File: config.mk
export PLATFORM = sky130hd
export DESIGN_NAME = gost_block_loader
export DESIGN_NICKNAME = d
export VERILOG_FILES = /design/src/rtl/gost_block_loader.sv
export SDC_FILE = /design/constraint.sdc
export NUM_CORES = 1
export LEC_CHECK = 0
export CAP_MARGIN = 20
export CORE_ASPECT_RATIO = 1.2
export CORE_UTILIZATION = 57
export DETAILED_ROUTE_END_ITERATION = 7
export DONT_BUFFER_PORTS = 1
export PLACE_DENSITY = 0.72
export REMOVE_ABC_BUFFERS = 1
export SYNTH_ARGS = -nofsm -noshare
export SYNTH_HDL_FRONTEND = slang
export SYNTH_SLANG_ARGS = --single-unit
File: constraint.sdc
create_clock -name clk -period 4.4 [get_ports clk]
set_input_delay 0 -clock clk [delete_from_list [all_inputs] [get_ports clk]]
set_output_delay 0 -clock clk [all_outputs]
set_load 0.1 [all_outputs]
File: src/rtl/gost_block_loader.sv
// rtl/gost_block_loader.sv - byte-serial key/ciphertext loader for the GOST 28147-89 decryption core
//
// Assembles a 256-bit key and 64-bit ciphertext blocks from a byte stream.
// Bytes arrive first-byte-first and land in the most significant position.
// A key is published to key_out only after all 32 bytes have arrived.
// A completed block is held on block_out until the consumer takes it.
//
// Optional feature: define GOST_LOADER_TIMEOUT_EN to abandon a partial key
// or partial block after IDLE_TIMEOUT cycles with no accepted byte.
//
// Parameters:
//   IDLE_TIMEOUT  idle cycles before a partial is abandoned (timeout build only)
//
// Ports:
//   clk          rising-edge clock
//   reset        synchronous active-high reset
//   in_data      stream byte
//   in_is_key    1 = key byte, 0 = ciphertext byte
//   in_valid     in_data / in_is_key valid
//   in_ready     loader accepts a byte this cycle
//   key_out      current key, MSB-first
//   key_valid    a complete key has been loaded since reset
//   block_out    assembled ciphertext block
//   block_valid  block_out holds a complete, unconsumed block
//   out_ready    consumer takes the block
//   err_drop     one-cycle pulse per dropped byte or abandoned partial
module gost_block_loader #(
   parameter int IDLE_TIMEOUT = 1000
) (
   input  logic         clk,
   input  logic         reset,
   input  logic [7:0]   in_data,
   input  logic         in_is_key,
   input  logic         in_valid,
   output logic         in_ready,
   output logic [256:1] key_out,
   output logic         key_valid,
   output logic [64:1]  block_out,
   output logic         block_valid,
   input  logic         out_ready,
   output logic         err_drop
);

   typedef enum logic [1:0] {IDLE, KEY, BLK, HOLD} state_t;

   state_t       state, state_nx;
   logic [4:0]   kcnt, kcnt_nx;
   logic [2:0]   bcnt, bcnt_nx;
   logic [255:0] kshadow, kshadow_nx;
   logic [63:0]  bshift, bshift_nx;
   logic         key_load, blk_load, drop_nx;
   logic         accept;
   logic         timeout;

   assign in_ready = !block_valid && !reset;
   assign accept   = in_valid && in_ready;

`ifdef GOST_LOADER_TIMEOUT_EN
   localparam logic [31:0] TO_LAST = 32'(IDLE_TIMEOUT - 1);
   logic [31:0] tcnt;
   logic        partial;

   assign partial = (state == KEY) || (state == BLK);

   always_ff @(posedge clk) begin
      if (reset || accept || !partial)
         tcnt <= '0;
      else
         tcnt <= tcnt + 32'd1;
   end

   // Fires on the IDLE_TIMEOUT-th consecutive idle edge after the last byte.
   assign timeout = partial && !accept && (tcnt == TO_LAST);
`else
   assign timeout = 1'b0;
`endif

   always_ff @(posedge clk) begin
      if (reset) begin
         state       <= IDLE;
         kcnt        <= '0;
         bcnt        <= '0;
         kshadow     <= '0;
         bshift      <= '0;
         key_out     <= '0;
         key_valid   <= 1'b0;
         block_out   <= '0;
         block_valid <= 1'b0;
         err_drop    <= 1'b0;
      end else begin
         state    <= state_nx;
         kcnt     <= kcnt_nx;
         bcnt     <= bcnt_nx;
         kshadow  <= kshadow_nx;
         bshift   <= bshift_nx;
         err_drop <= drop_nx;
         if (key_load) begin
            key_out   <= kshadow_nx;
            key_valid <= 1'b1;
         end
         if (blk_load) begin
            block_out   <= bshift_nx;
            block_valid <= 1'b1;
         end else if (state == HOLD && out_ready) begin
            block_valid <= 1'b0;
         end
      end
   end

   always_comb begin
      state_nx   = state;
      kcnt_nx    = kcnt;
      bcnt_nx    = bcnt;
      kshadow_nx = kshadow;
      bshift_nx  = bshift;
      key_load   = 1'b0;
      blk_load   = 1'b0;
      drop_nx    = 1'b0;
      case (state)
         HOLD: begin
            if (out_ready)
               state_nx = IDLE;
         end
         default: begin
            if (accept && in_is_key) begin
               // A key byte mid-block abandons the block and starts a key.
               if (state == BLK)
                  drop_nx = 1'b1;
               kshadow_nx = {kshadow[247:0], in_data};
               if (state == KEY) begin
                  kcnt_nx = kcnt + 5'd1;
                  if (kcnt == 5'd31) begin
                     key_load = 1'b1;
                     state_nx = IDLE;
                  end
               end else begin
                  kcnt_nx  = 5'd1;
                  state_nx = KEY;
               end
            end else if (accept) begin
               // A block byte mid-key abandons the key, then is handled as from IDLE.
               if (state == KEY)
                  drop_nx = 1'b1;
               if (state == BLK) begin
                  bshift_nx = {bshift[55:0], in_data};
                  bcnt_nx   = bcnt + 3'd1;
                  if (bcnt == 3'd7) begin
                     blk_load = 1'b1;
                     state_nx = HOLD;
                  end
               end else if (key_valid) begin
                  bshift_nx = {bshift[55:0], in_data};
                  bcnt_nx   = 3'd1;
                  state_nx  = BLK;
               end else begin
                  drop_nx  = 1'b1;
                  state_nx = IDLE;
               end
            end else if (timeout) begin
               drop_nx  = 1'b1;
               state_nx = IDLE;
            end
         end
      endcase
   end

endmodule

# Word level (Yosys, flattened, before mapping)
# Cells that the tools add are included.
[op_classes]
addsub = 2
eq_ne = 8
mux = 36
bitwise_logic = 2
reduce_logical = 13
[ops]
columns = ["op", "n"]
rows = [
  ["two-way mux 256 bit", 2],
  ["two-way mux 64 bit", 5],
  ["two-way mux 2 bit", 9],
  ["two-way mux 1 bit", 17],
  ["!= test 4 x 3 -> 1 bit (second input constant)", 2],
  ["AND reduction 4 bit", 2],
  ["two-way mux 3 bit", 2],
  ["adder 5 x 1 -> 5 bit (second input constant)", 1],
  ["== test 5 bit (second input constant)", 1],
  ["two-way mux 5 bit", 1],
  ["== test 2 bit (second input constant)", 2],
  ["logical AND 1 bit", 4],
  ["nonzero test 2 bit", 2],
  ["adder 3 x 1 -> 3 bit (second input constant)", 1],
  ["== test 3 bit (second input constant)", 1],
  ["nonzero test 3 bit", 1],
  ["== test 2 x 1 -> 1 bit (second input constant)", 1],
  ["zero test 1 bit", 2],
  ["!= test 2 bit (second input constant)", 1],
  ["inverter 1 bit", 2],
  ["AND reduction 2 bit", 1],
  ["OR reduction 2 bit", 1],
]
[word_totals]
ff_bits = 653
inputBits = 13
output_inout_bits = 324

# Depth between registers and ports, before layout
[logic_depth]
ltp_word = 7
ltp_mapped = 10
mapped_depth_nobuf = 7

# Worst setup path before layout
# Ideal clock, no wire load.
[synth_path]
path_kind = "flip-flop to flip-flop"
start = "register block_valid"
end = "register block_out[37] (netlist bit)"
arrival_ns = 2.227
required_ns = 4.262
setup_slack_ns = 2.035
path_stages_with_launch = 7
cell_sequence = "dfxtp_1 -> or3b_4 -> nor4_4 -> buf_6 -> buf_6 -> mux2i_1 -> a211oi_1"
[synth_between]
elab_chain_len = 6
word_cells_on_any_way = 10
cone_classes = "mux: 6; reduce/logical: 4"
[synth_lines]
columns = ["element", "line", "rtl"]
rows = [
  ["start, declared", "39", "output logic block_valid,"],
  ["start signal, assigned", "88", "block_valid <= 1'b0;"],
  ["start signal, assigned", "103", "block_valid <= 1'b1;"],
  ["start signal, assigned", "105", "block_valid <= 1'b0;"],
  ["zero test 1 bit *", "55", "assign in_ready = !block_valid && !reset;"],
  ["logical AND 1 bit *", "55", ""],
  ["logical AND 1 bit *", "56", "assign accept = in_valid && in_ready;"],
  ["two-way mux 64 bit, or another cell as far along", "140", "end else if (accept) begin"],
  ["two-way mux 64 bit / two-way mux 1 bit (equally long branches)", "125", "if (accept && in_is_key) begin"],
  ["two-way mux 64 bit / two-way mux 1 bit (equally long branches)", "119", "case (state)"],
  ["end signal, assigned", "102", "block_out <= bshift_nx;"],
  ["end, declared", "38", "output logic [64:1] block_out,"],
]
# Mark *: on every way between the ends. The rest lies on a longest branch, timed or not.
# A chain may end at the register's enable or synchronous reset.

# Final worst setup path
[layout_path]
start = "register block_valid"
end = "register key_out[227] (netlist bit)"
[layout_between]
elab_chain_len = 6
word_cells_on_any_way = 8
cone_classes = "mux: 4; reduce/logical: 4"
[layout_lines]
columns = ["element", "line", "rtl"]
rows = [
  ["zero test 1 bit *", "55", ""],
  ["logical AND 1 bit *", "55", ""],
  ["logical AND 1 bit *", "56", ""],
  ["logical AND 1 bit *", "125", ""],
  ["two-way mux 256 bit / two-way mux 1 bit (equally long branches)", "125", ""],
  ["two-way mux 256 bit / two-way mux 1 bit (equally long branches)", "119", ""],
  ["end signal, assigned", "98", "key_out <= kshadow_nx;"],
  ["end, declared", "36", "output logic [256:1] key_out,"],
]
# Marked as above.

==> results.md <==
- Timing would allow up to between 200 and 300 MHz.
- In the global route stage, overall resource usage came out at between 20% and 30%.
- Counting flops with an async set or reset pin after synthesis yields a share of 0%.
- around 340 I/O pins were placed.
- With fillers left out, the area of the finished cells amounts to between 0.02 and 0.03 mm².
- The via count of the first global-routing pass is between 15000 and 20000.
- The number of nets in the layout is between 2000 and 3000.
- The worst hold path passes through 2 cells.
- The die boundary height is ~220 µm.
- The number of antenna violations at the first check in global routing is 0.
- The antenna diode count is 0.
- Once placement finished, the instance area stood at around 0.022 mm².
- The critical path goes through nand4bb_1 > nor3_2 > buf_4 > buf_12 > nor2_1 > a211oi_1 > dlygate4sd3_1.
- The clock passes through at most 3 buffers.
- For the pin with the worst max-slew slack, the measured transition is roughly 1300 ps.
- The number of placed instances, taps included, is roughly 2500.
- The post-detailed-placement half-perimeter wirelength is 27.3 mm.
- The number of port buffers is 0.
- By area the synthesized netlist is led by sky130_fd_sc_hd__dfxtp_1 58%, sky130_fd_sc_hd__mux2i_1 14%, sky130_fd_sc_hd__nor2_1 11%, sky130_fd_sc_hd__a211oi_1 11%, sky130_fd_sc_hd__clkbuf_1 2.1%.
- The via-per-instance ratio is 5.41.
- The area of the placeable core is a little under 0.04 mm².
- The worst-case reg-to-reg path depth is 7.
- Summing all multi-input logic gate instances after layout gives roughly 0.0085 mm².
- The number of rows created at floorplan is 79.
- The number of instances resized during post-cts repair is 0.
- The floorplan step defined a die boundary enclosing roughly 0.04 mm².
- The largest fanout of any net on the critical path is 170.
- Fill cells in the final layout number roughly 2600.
- The number of synthesized flops with an enable pin is 0.
- The clock tree from TritonCTS is yes.
- The sequential cell area is 0.0131 mm².
- The last weighted congestion value of the routability-driven placer is 0.796.
- Buffers added to address setup during post-CTS repair amount to 0.
- The mapped netlist covers 0.0224 mm².
- Data on the critical path arrives at its endpoint at ~4100 ps.
- The clock latency of the later-clocked register in the worst-skew pair is 590 ps.
- The finished layout holds 3057 standard cells, fillers aside.
- The flow ran to the end, and the final reports show no timing, DRC or antenna violations.
- The number of stages on the worst setup path is 7.
- STA puts the critical path data required time at 4940 ps.
- The slowest cell on the critical path is sky130_fd_sc_hd__dfxtp_1.
- The count of mapped cells out of synthesis is 2184.
- The library cell with the largest summed area after synthesis is sky130_fd_sc_hd__dfxtp_1.
- Once layout is complete, the utilization of the core stands at around 73%.
- The kind of cell with the highest combined delay on the critical path is buffers and inverters.
- The average size of a mapped cell is 10.2 µm².
- The worst setup path is launched from a flip-flop.
- The synthesized design contains around 650 register bits.
- Counting every sink on the clock net gives ~650.
- The worst-case vdd ir drop is roughly 0.35 mV.
- Setup violations remaining at the end of the flow were counted as 0.
- The number of hold violations in the final report was 0.
- The worst slew margin relative to its limit is approximately 17%.
- The most common flop cell mapped by yosys is sky130_fd_sc_hd__dfxtp_1.
- The number of different library cells in the post-synthesis netlist is 34.
- The critical path is of the flip-flop to flip-flop type.
- Setup repair after global routing left no endpoint under its margin.
- The tool flagged a number of max-cap violations equal to 0.
- The final routed wire length divided by cell count is about 17 µm.
- The H-tree depth is 2.
- After clock tree synthesis, the clock-pin slew on the worst setup and hold paths is about 60 ps.
- Together, buffers and inverters on the worst path number 3.
- The sequential cell area fraction in the yosys report is roughly three fifths.
- Power spread over the standard cell area amounts to 389 mW/mm².
- The post-layout minimum cycle time is 3580 ps.
- The share of the cycle needed by the critical path after routing is 81.3%.
- The count of nets left with antenna violations once routing finished came out at 0.
- The first-pass iteration count of the detailed router is 7.
- The share of the synthesized area in the top cell type is about three fifths.
- The initial utilization of the core area, before any placement, comes to between 50% and 60%.
- For this run, design rule violations remaining after detail routing come to 0.
- Across all register-to-register paths, the minimum setup slack is 820 ps.
- The starting DRC count in detailed routing is between 800 and 900.
- For this run, the slowest stage of the critical path takes 700 ps.
- The first global-routing pass estimated around 84 mm of wire.
- The final route contains 16500 vias.
- The number of warning messages in the yosys log is 0.
- The remaining global-route overflow is 0.
- The max-slew violation count was 0.
- The synthesis-to-layout area growth is 27.4%.
- The post-route netlist has about 4.3% of its cells at a drive strength greater than 1.
- In this run the worst hold path is classified as input pin to flip-flop.
- The leakage power of the design is approximately 11 nW.
- The overall routed net length is approximately 53 mm.
- The die extent in x is 183 µm.
- The largest net degree at the start of global routing is 406.
- STA classifies the critical path endpoint as a flip-flop.
- The TritonCTS buffer count is 59.
- The worst clock skew is about 15 ps.
- The root buffer selected by CTS is sky130_fd_sc_hd__clkbuf_16.
==> report_power, final <==
group          leakage [nW]  internal (mW)  switching [mW]
Clock                 0.942           2.87            2.13
Combinational          4.75         0.0637          0.0996
Sequential             5.26           5.91         0.00609
==> cell usage in the layout, fill, tap and decap left out, types with 5 or more instances in the layout <==
cell type,n
sky130_fd_sc_hd__dfxtp_1,653
sky130_fd_sc_hd__nor2_1,651
sky130_fd_sc_hd__dlygate4sd3_1,413
sky130_fd_sc_hd__mux2i_1,322
sky130_fd_sc_hd__a211oi_1,321
sky130_fd_sc_hd__clkbuf_16,61
sky130_fd_sc_hd__clkbuf_8,17
sky130_fd_sc_hd__clkbuf_1,15
sky130_fd_sc_hd__buf_12,9
sky130_fd_sc_hd__clkinv_2,8
sky130_fd_sc_hd__nand2b_1,6
sky130_fd_sc_hd__a21oi_1,6
sky130_fd_sc_hd__nand2_1,5
==> worst paths after layout <==
kind,startpoint,to
max,block_valid,key_out[227]
min,reset,key_out[244]
max reg2reg,block_valid,key_out[227]
min reg2reg,bcnt[0],bcnt[0]
==> synth_stat cells (4+ instances only) <==
cell,n
sky130_fd_sc_hd__a211oi_1,321
sky130_fd_sc_hd__a21oi_1,6
sky130_fd_sc_hd__buf_1,7
sky130_fd_sc_hd__buf_2,25
sky130_fd_sc_hd__buf_4,21
sky130_fd_sc_hd__buf_6,4
sky130_fd_sc_hd__clkbuf_1,126
sky130_fd_sc_hd__dfxtp_1,653
sky130_fd_sc_hd__ha_1,4
sky130_fd_sc_hd__mux2i_1,322
sky130_fd_sc_hd__nand2_1,5
sky130_fd_sc_hd__nand2b_1,7
sky130_fd_sc_hd__nor2_1,653
==> area by class of cell <==
type | instances | share of cell area [%]
clock inverter | 11 | 0.303
tap | 526 | 2.31
multi-input combinational | 1346 | 29.7
clock buffer | 93 | 6.38
inverter | 2 | 0.0264
timing repair buffer | 426 | 15.3
sequential | 653 | 45.9
==> per-layer routing <==
metal	part of all wire, %	wire length, µm	vias to the layer above	track usage, %
met4	5.0	2660	0	13.4
li1	-	-	8162	-
met3	8.5	4540	135	9.18
met2	49	26000	413	45.1
met5	0	0	-	0
met1	38	20000	7823	27.3
==> stage by stage <==
stage	hold slack, ps	power [mW]	TNS [ps]	worst slack, ps
after global routing	36.8	11.4	0	622
final	66.1	11.1	0	825
after global placement	128	6.16	0	1580
after detailed placement	133	6.16	0	1460
after floorplan	69.1	6.24	-8930440	-24280
after CTS	23.5	11.2	0	905
==> cells by family after synthesis <==
family	count (synthesis)	synth area share [%]
multiplexers	322	14.4
flip-flops	653	58.5
buffers and inverters	185	3.73
adder cells (fa/ha/maj)	4	0.224
AND/OR/NAND/NOR	685	12.0
AO/OA/AOI/OAI	335	11.2
==> timing repair <==
action,CTS,global route
endpoints found under the setup margin,0,0
hold buffers,414,0
endpoints found under the hold margin,653,0
==> worst reg2reg max path: stages (launching register included) <==
cell                            delay (ps)
sky130_fd_sc_hd__dfxtp_1               700
sky130_fd_sc_hd__nand4bb_1             560
sky130_fd_sc_hd__nor3_2                370
sky130_fd_sc_hd__buf_4                 240
sky130_fd_sc_hd__buf_12                450
sky130_fd_sc_hd__nor2_1                310
sky130_fd_sc_hd__a211oi_1              310
sky130_fd_sc_hd__dlygate4sd3_1         580
==> sequential cells by signal, indices dropped and copies added, names as in the netlist <==
name and count:
kcnt 5, block_valid 1, bcnt 3, block_out 64, bshift 64, state 2, key_valid 1, err_drop 1
kshadow 256, key_out 256
Note: power is estimated with default switching activity, not from simulation.
